===== src/rtl/uart_pkg.sv =====
// Shared types and constants for the UART receive controller and its baud counter.
package uart_pkg;

    localparam int unsigned CLKS_PER_BIT_DEFAULT = 16;

    typedef enum logic [2:0] {
        StIdle,
        StStart,
        StData,
        StParity,
        StStop,
        StDone
    } rx_state_e;

    typedef struct packed {
        logic parity_en;
        logic parity_sel;
        logic stop_sel;
    } frame_cfg_t;

endpackage


===== src/rtl/uart_baud_cnt.sv =====
// Baud tick generator: fires at the half-bit point in half_mode, else at the mid-bit point.
module uart_baud_cnt
    import uart_pkg::*;
#(
    parameter int unsigned CLKS_PER_BIT = CLKS_PER_BIT_DEFAULT
) (
    input  logic clk,
    input  logic reset,
    input  logic clear,
    input  logic half_mode,
    output logic tick
);

    localparam int unsigned CntW = $clog2(CLKS_PER_BIT);
    localparam logic [CntW-1:0] FullLast = CntW'(CLKS_PER_BIT - 1);
    localparam logic [CntW-1:0] HalfLast = CntW'(CLKS_PER_BIT / 2 - 1);

    logic [CntW-1:0] cnt_q, cnt_d;

    assign tick = ~clear & (cnt_q == (half_mode ? HalfLast : FullLast));

    // The counter restarts on every tick so consecutive samples are one bit apart.
    always_comb begin
        cnt_d = cnt_q + 1'b1;
        if (clear || tick) begin
            cnt_d = '0;
        end
    end

    always_ff @(posedge clk) begin
        if (reset) begin
            cnt_q <= '0;
        end else begin
            cnt_q <= cnt_d;
        end
    end

endmodule


===== src/rtl/uart_rx_controller.sv =====
// UART receive controller: sequences bit sampling for an external datapath and owns the
// output holding register with its valid/ready handshake and error flags.
module uart_rx_controller
    import uart_pkg::*;
#(
    parameter int unsigned CLKS_PER_BIT = CLKS_PER_BIT_DEFAULT
) (
    input  logic       clk,
    input  logic       reset,
    input  logic       rx_in,
    input  logic       valid_in,
    input  logic [7:0] data_out,
    input  logic       parity_ok,
    input  logic       parity_en,
    input  logic       parity_sel,
    input  logic       stop_sel,
    output logic       rx_sel,
    output logic       rx_sr_en,
    output logic [7:0] rx_data,
    output logic       rx_valid,
    input  logic       rx_ready,
    output logic       parity_err,
    output logic       frame_err,
    output logic       overrun
);

    rx_state_e  state_q, state_d;
    frame_cfg_t cfg_q, cfg_d;
    logic [2:0] bit_cnt_q, bit_cnt_d;
    logic       stop_cnt_q, stop_cnt_d;
    logic       par_pend_q, par_pend_d;
    logic       par_err_acc_q, par_err_acc_d;
    logic       frm_err_acc_q, frm_err_acc_d;

    logic       rx_sel_q;
    logic [7:0] rx_data_q, rx_data_d;
    logic       rx_valid_q, rx_valid_d;
    logic       parity_err_q, parity_err_d;
    logic       frame_err_q, frame_err_d;
    logic       overrun_q, overrun_d;

    logic tick, cnt_clear, half_mode, sr_en;

    // Parity sense is applied by the datapath; it is still held per frame with the rest.
    logic unused_parity_sel;
    assign unused_parity_sel = cfg_q.parity_sel;

    uart_baud_cnt #(
        .CLKS_PER_BIT(CLKS_PER_BIT)
    ) u_baud_cnt (
        .clk      (clk),
        .reset    (reset),
        .clear    (cnt_clear),
        .half_mode(half_mode),
        .tick     (tick)
    );

    always_comb begin
        state_d       = state_q;
        cfg_d         = cfg_q;
        bit_cnt_d     = bit_cnt_q;
        stop_cnt_d    = stop_cnt_q;
        par_pend_d    = 1'b0;
        par_err_acc_d = par_err_acc_q;
        frm_err_acc_d = frm_err_acc_q;
        cnt_clear     = 1'b0;
        half_mode     = 1'b0;
        sr_en         = 1'b0;

        // Parity compare is read one cycle after its shift so the datapath has settled.
        if (par_pend_q) begin
            par_err_acc_d = ~parity_ok;
        end

        unique case (state_q)
            StIdle: begin
                cnt_clear = 1'b1;
                if (valid_in) begin
                    state_d       = StStart;
                    cfg_d         = '{parity_en: parity_en, parity_sel: parity_sel,
                                      stop_sel: stop_sel};
                    bit_cnt_d     = 3'd0;
                    stop_cnt_d    = 1'b0;
                    par_err_acc_d = 1'b0;
                    frm_err_acc_d = 1'b0;
                end
            end
            StStart: begin
                half_mode = 1'b1;
                if (tick) begin
                    if (rx_in) begin
                        state_d = StIdle;
                    end else begin
                        sr_en   = 1'b1;
                        state_d = StData;
                    end
                end
            end
            StData: begin
                if (tick) begin
                    sr_en     = 1'b1;
                    bit_cnt_d = bit_cnt_q + 3'd1;
                    if (bit_cnt_q == 3'd7) begin
                        state_d = cfg_q.parity_en ? StParity : StStop;
                    end
                end
            end
            StParity: begin
                if (tick) begin
                    sr_en      = 1'b1;
                    par_pend_d = 1'b1;
                    state_d    = StStop;
                end
            end
            StStop: begin
                if (tick) begin
                    sr_en = 1'b1;
                    if (!rx_in) begin
                        frm_err_acc_d = 1'b1;
                    end
                    if (stop_cnt_q == cfg_q.stop_sel) begin
                        state_d = StDone;
                    end else begin
                        stop_cnt_d = 1'b1;
                    end
                end
            end
            StDone: begin
                state_d = StIdle;
            end
            default: begin
                state_d = StIdle;
            end
        endcase
    end

    // A load in DONE wins over a same-cycle accept, so an accept then reload keeps rx_valid.
    always_comb begin
        rx_data_d    = rx_data_q;
        rx_valid_d   = rx_valid_q;
        parity_err_d = parity_err_q;
        frame_err_d  = frame_err_q;
        overrun_d    = overrun_q;
        if (state_q == StDone) begin
            rx_data_d    = data_out;
            rx_valid_d   = 1'b1;
            parity_err_d = par_err_acc_q;
            frame_err_d  = frm_err_acc_q;
            overrun_d    = rx_valid_q & ~rx_ready;
        end else if (rx_valid_q && rx_ready) begin
            rx_valid_d = 1'b0;
        end
    end

    always_ff @(posedge clk) begin
        if (reset) begin
            state_q       <= StIdle;
            cfg_q         <= '0;
            bit_cnt_q     <= 3'd0;
            stop_cnt_q    <= 1'b0;
            par_pend_q    <= 1'b0;
            par_err_acc_q <= 1'b0;
            frm_err_acc_q <= 1'b0;
            rx_sel_q      <= 1'b0;
            rx_data_q     <= 8'h00;
            rx_valid_q    <= 1'b0;
            parity_err_q  <= 1'b0;
            frame_err_q   <= 1'b0;
            overrun_q     <= 1'b0;
        end else begin
            state_q       <= state_d;
            cfg_q         <= cfg_d;
            bit_cnt_q     <= bit_cnt_d;
            stop_cnt_q    <= stop_cnt_d;
            par_pend_q    <= par_pend_d;
            par_err_acc_q <= par_err_acc_d;
            frm_err_acc_q <= frm_err_acc_d;
            rx_sel_q      <= (state_d != StDone);
            rx_data_q     <= rx_data_d;
            rx_valid_q    <= rx_valid_d;
            parity_err_q  <= parity_err_d;
            frame_err_q   <= frame_err_d;
            overrun_q     <= overrun_d;
        end
    end

    assign rx_sel     = rx_sel_q;
    assign rx_sr_en   = sr_en;
    assign rx_data    = rx_data_q;
    assign rx_valid   = rx_valid_q;
    assign parity_err = parity_err_q;
    assign frame_err  = frame_err_q;
    assign overrun    = overrun_q;

endmodule


===== config.mk =====
export PLATFORM = sky130hd
export DESIGN_NAME = uart_rx_controller
export DESIGN_NICKNAME = d
export VERILOG_FILES = /design/src/rtl/uart_pkg.sv /design/src/rtl/uart_baud_cnt.sv /design/src/rtl/uart_rx_controller.sv
export SDC_FILE = /design/constraint.sdc
export NUM_CORES = 1
export LEC_CHECK = 0
export CAP_MARGIN = 20
export CORE_ASPECT_RATIO = 2
export CORE_MARGIN = 1
export CORE_UTILIZATION = 47
export CTS_CLUSTER_SIZE = 40
export DETAILED_ROUTE_END_ITERATION = 6
export PLACE_DENSITY = 0.77
export SYNTH_ARGS = -nofsm -noshare
export SYNTH_HDL_FRONTEND = slang
export SYNTH_SLANG_ARGS = --single-unit

===== constraint.sdc =====
create_clock -name clk -period 1.9 [get_ports clk]
set_input_delay 0.475 -clock clk [delete_from_list [all_inputs] [get_ports clk]]
set_output_delay 0.475 -clock clk [all_outputs]
set_load 0.02 [all_outputs]

==> results of run 1 <==
critical path: stages, from the launching register on:
cell,delay (ns)
sky130_fd_sc_hd__dfxtp_2,0.33
sky130_fd_sc_hd__nor4b_2,0.24
sky130_fd_sc_hd__a31oi_1,0.07
sky130_fd_sc_hd__o21a_1,0.19
sky130_fd_sc_hd__nor2_1,0.09
sky130_fd_sc_hd__buf_4,0.15
flip-flops by register name, summed over array words and instances, names as in the netlist, 2 cells and up:
signal / flops
u_baud_cnt.cnt_q: 4
bit_cnt_q: 3
cfg_q: 2
state_q: 3
rx_data: 8
per-stage QoR:
step                hold slack (ns)  area, µm²  instances  setup slack, ns
CTS                           0.442       1700        204           0.0491
finish                        0.439       1710        204           0.0848
global route                  0.457       1710        204          -0.0164
global placement              0.424       1620        196           -0.649
detailed placement            0.433       1620        196           -0.673
floorplan                     0.417       1240        135            0.216
cell type report:
| cell class | count | share of cell area [%] |
|---|---|---|
| clock buffer | 6 | 4.25 |
| clock inverter | 2 | 0.586 |
| inverter | 2 | 0.439 |
| multi-input combinational | 95 | 35.4 |
| sequential | 29 | 34.0 |
| tap | 28 | 2.05 |
| timing repair buffer | 42 | 23.2 |
placed cells by master, fill, tap and decap left out, drive strengths merged, types with 2 or more instances in the layout:
master	count
dfxtp	29
clkdlybuf4s50	27
nor2	24
buf	15
a21oi	10
mux2i	10
nand3	9
nand2	6
clkbuf	6
nor3	5
nand2b	5
ha	3
o21ai	3
inv	2
nand3b	2
xnor2	2
or3b	2
xor2	2
o211ai	2
clkinv	2
where the power goes:
| group | total, W | switching [W] | internal, W |
|---|---|---|---|
| registers | 0.000622 | 0.00000530 | 0.000617 |
| logic | 0.000102 | 0.0000425 | 0.0000599 |
| clock network | 0.000477 | 0.000225 | 0.000253 |
timing repair:
item,in CTS,in global routing
endpoints found under the setup margin,1,1
resized for setup,10,2
hold endpoints to repair,0,0
pin swaps,3,1
hold buffers,0,0
cloned,0,0
per-layer routing:
layer	track usage, %	up-vias	share of wire [%]
met1	17.6	510	34
met3	7.08	8	4.5
met4	15.5	0	3.6
li1	-	544	-
met5	0	-	0
met2	42.4	31	58
kinds of logic (layout without fill, tap and decap cells):
group                      Yosys count  count (layout)
adders and majority gates            3               3
AOI/OAI and AO/OA                   22              22
buffers and inverters               11              52
muxes                               10              10
DFF                                 29              29
xor gates and xnor gates             4               4
and+or+nand+nor                     56              56
worst paths after layout:
check / depth (start not counted) / to / slack, ns / startpoint
hold / removal: 1 / par_err_acc_q$_SDFF_PP0_ / 0.44 / par_pend_q$_SDFF_PP0_
hold reg to reg: 1 / par_err_acc_q$_SDFF_PP0_ / 0.44 / par_pend_q$_SDFF_PP0_
setup / recovery: 5 / rx_sr_en / 0.08 / state_q[2]$_SDFF_PP0_
setup reg to reg: 6 / state_q[2]$_SDFF_PP0_ / 0.31 / bit_cnt_q[0]$_SDFFE_PP0P_
==> flow_summary.rst, run 1 <==
.. list-table::
   :header-rows: 1

   * - Metric
     - Value
   * - Outcome
     - completed
   * - Path category of the worst min-delay check
     - reg2reg
   * - Post-layout utilization of the core
     - 67.4%
   * - Area of combinational cells with multiple inputs
     - 606 µm²
   * - Post-DP HPWL
     - 2050 µm
   * - Endpoint kind of the worst setup timing path
     - output port
   * - Final-layout fill cell count
     - 212
   * - Quantity of I/O buffers inserted on ports
     - 29
   * - Combinational family with the most area after synthesis
     - simple AND/OR/NAND/NOR gates
   * - Maximum buffer depth of the clock tree
     - 2
   * - Share of the synthesized area in the top cell type
     - 46.8%
   * - Clock root cell
     - sky130_fd_sc_hd__clkbuf_8
   * - Sequential-to-total area share from yosys stat
     - 46.8%
   * - Number of post-CTS setup repair buffers
     - 0
   * - Routed len/inst
     - 13.3 µm
   * - Number of CTS-inserted buffers
     - 5
   * - Row cnt
     - 26
   * - Max VDD drop
     - 0.000629 V
   * - Layout-stage area growth over the synthesis result
     - 37.8%
   * - Floorplan die area
     - 2860 µm²
   * - Total number of yosys warnings
     - 0
   * - Via-to-Cell Ratio
     - 5.36
   * - Storage cell area
     - 582 µm²
   * - Largest fanout on the critical path
     - 2
   * - Most numerous cell types in the synthesized netlist
     - 29 x sky130_fd_sc_hd__dfxtp_1, 23 x sky130_fd_sc_hd__nor2_1, 10 x sky130_fd_sc_hd__a21oi_1, 10 x sky130_fd_sc_hd__mux2i_1, 8 x sky130_fd_sc_hd__nand3_1
   * - Accumulated negative setup slack
     - 0 ns
   * - Count of max-cap constraint violations
     - 0
   * - GPL Wtd Cong
     - 0.770
   * - Detailed Routing Iterations Pass 1
     - 4
   * - Tcrit/Tclk final
     - 95.5%
   * - Starting density of the core
     - 48.9%
   * - Worst Skew
     - 0.00482 ns
   * - Number of enable-type register cells in the synthesized netlist
     - 0
   * - Synthesized-area fraction occupied by ao, oa, aoi and oai cells
     - 11.2%
   * - Overall overflow remaining after global route
     - 0
   * - Detail Route Antenna Nets
     - 0
   * - Horizontal die dimension
     - 38.3 µm
   * - Remaining max-slew budget at the tightest pin
     - 78.0%
   * - Initial antenna violation count
     - 0
   * - Register bit count reported by yosys
     - 29
   * - TritonCTS clock tree
     - yes
   * - Routed vias
     - 1093
   * - Core Box Area
     - 2540 µm²
   * - Post-Synthesis Cell Area
     - 1240 µm²
   * - Top Ports
     - 31
   * - Cell with the most instances after synthesis
     - sky130_fd_sc_hd__dfxtp_1
   * - Final WL
     - 2710 µm
   * - Layout net count
     - 195
   * - Number of distinct library cells after synthesis
     - 35
   * - Count of routing violations after the opening detailed-route iteration
     - 29
   * - Number of antenna cells inserted
     - 0
   * - Average cell area after synthesis
     - 9.18 µm²
   * - Clock-pin slew on the worst setup and hold paths
     - 0.06 ns
   * - Time the worst path needs with I/O delays and setup
     - 1.82 ns
   * - Area leader, netlist
     - sky130_fd_sc_hd__dfxtp_1
   * - Final hold vios
     - 0
   * - Setup repair after global routing missed its margin
     - yes
   * - Syn Inst Count
     - 135
   * - Timing-limited maximum frequency
     - 551 MHz
   * - Count of pins over their slew limit
     - 0
   * - Clock tree sinks
     - 29
   * - Worst slew pin tran
     - 0.329 ns
   * - Global router's overall resource usage
     - 22.4%
   * - Synth Area in XOR/XNOR
     - 2.83%
   * - Die boundary height
     - 74.6 µm
   * - Static leakage
     - 0.712 nW
   * - Power Dens Cells
     - 703 nW/µm²
   * - Crit Path Class
     - reg2out
   * - Most instantiated flip-flop cell in the synthesis netlist
     - sky130_fd_sc_hd__dfxtp_1
   * - Required time worst endpoint
     - 1.42 ns
   * - Synthesized Nets
     - 155
   * - Global-route wire length before repair
     - 4330 µm
   * - Share of cells above drive strength 1
     - 16.5%
   * - Number of remaining DRC errors
     - 0
   * - Fraction of registers with async set or reset after synthesis
     - 0%
   * - Post-synthesis mux area share
     - 8.07%
   * - Data arrival time of the critical path
     - 1.34 ns
   * - Insertion delay of the later-clocked pin in the worst-skew pair
     - 0.28 ns
   * - Number of global-route vias before repair
     - 1079
   * - Setup Viol. Count Final
     - 0
   * - Area share of and/or/nand/nor cells after synthesis
     - 23.2%
   * - Pwr Total
     - 0.00120 W
   * - Level count of the clock H-tree
     - 2
   * - CP startpoint kind
     - register
   * - Maximum number of pins on one net before global-route repair
     - 28
   * - Cells taking the most area after synthesis
     - sky130_fd_sc_hd__dfxtp_1 47%, sky130_fd_sc_hd__mux2i_1 8.1%, sky130_fd_sc_hd__nor2_1 7.0%
   * - Arithmetic-cell share of the synthesized area counting full adders, half adders and majority gates
     - 3.03%
(Power assumes the default switching activity.)
==> inputs of run 2 (changes only) <==
CAP_MARGIN = 25   (was 20)
CTS_CLUSTER_SIZE = 24   (was 40)
==> results of run 2 <==
Same layout as run 1: the final DEF is identical, and so are final timing and power.
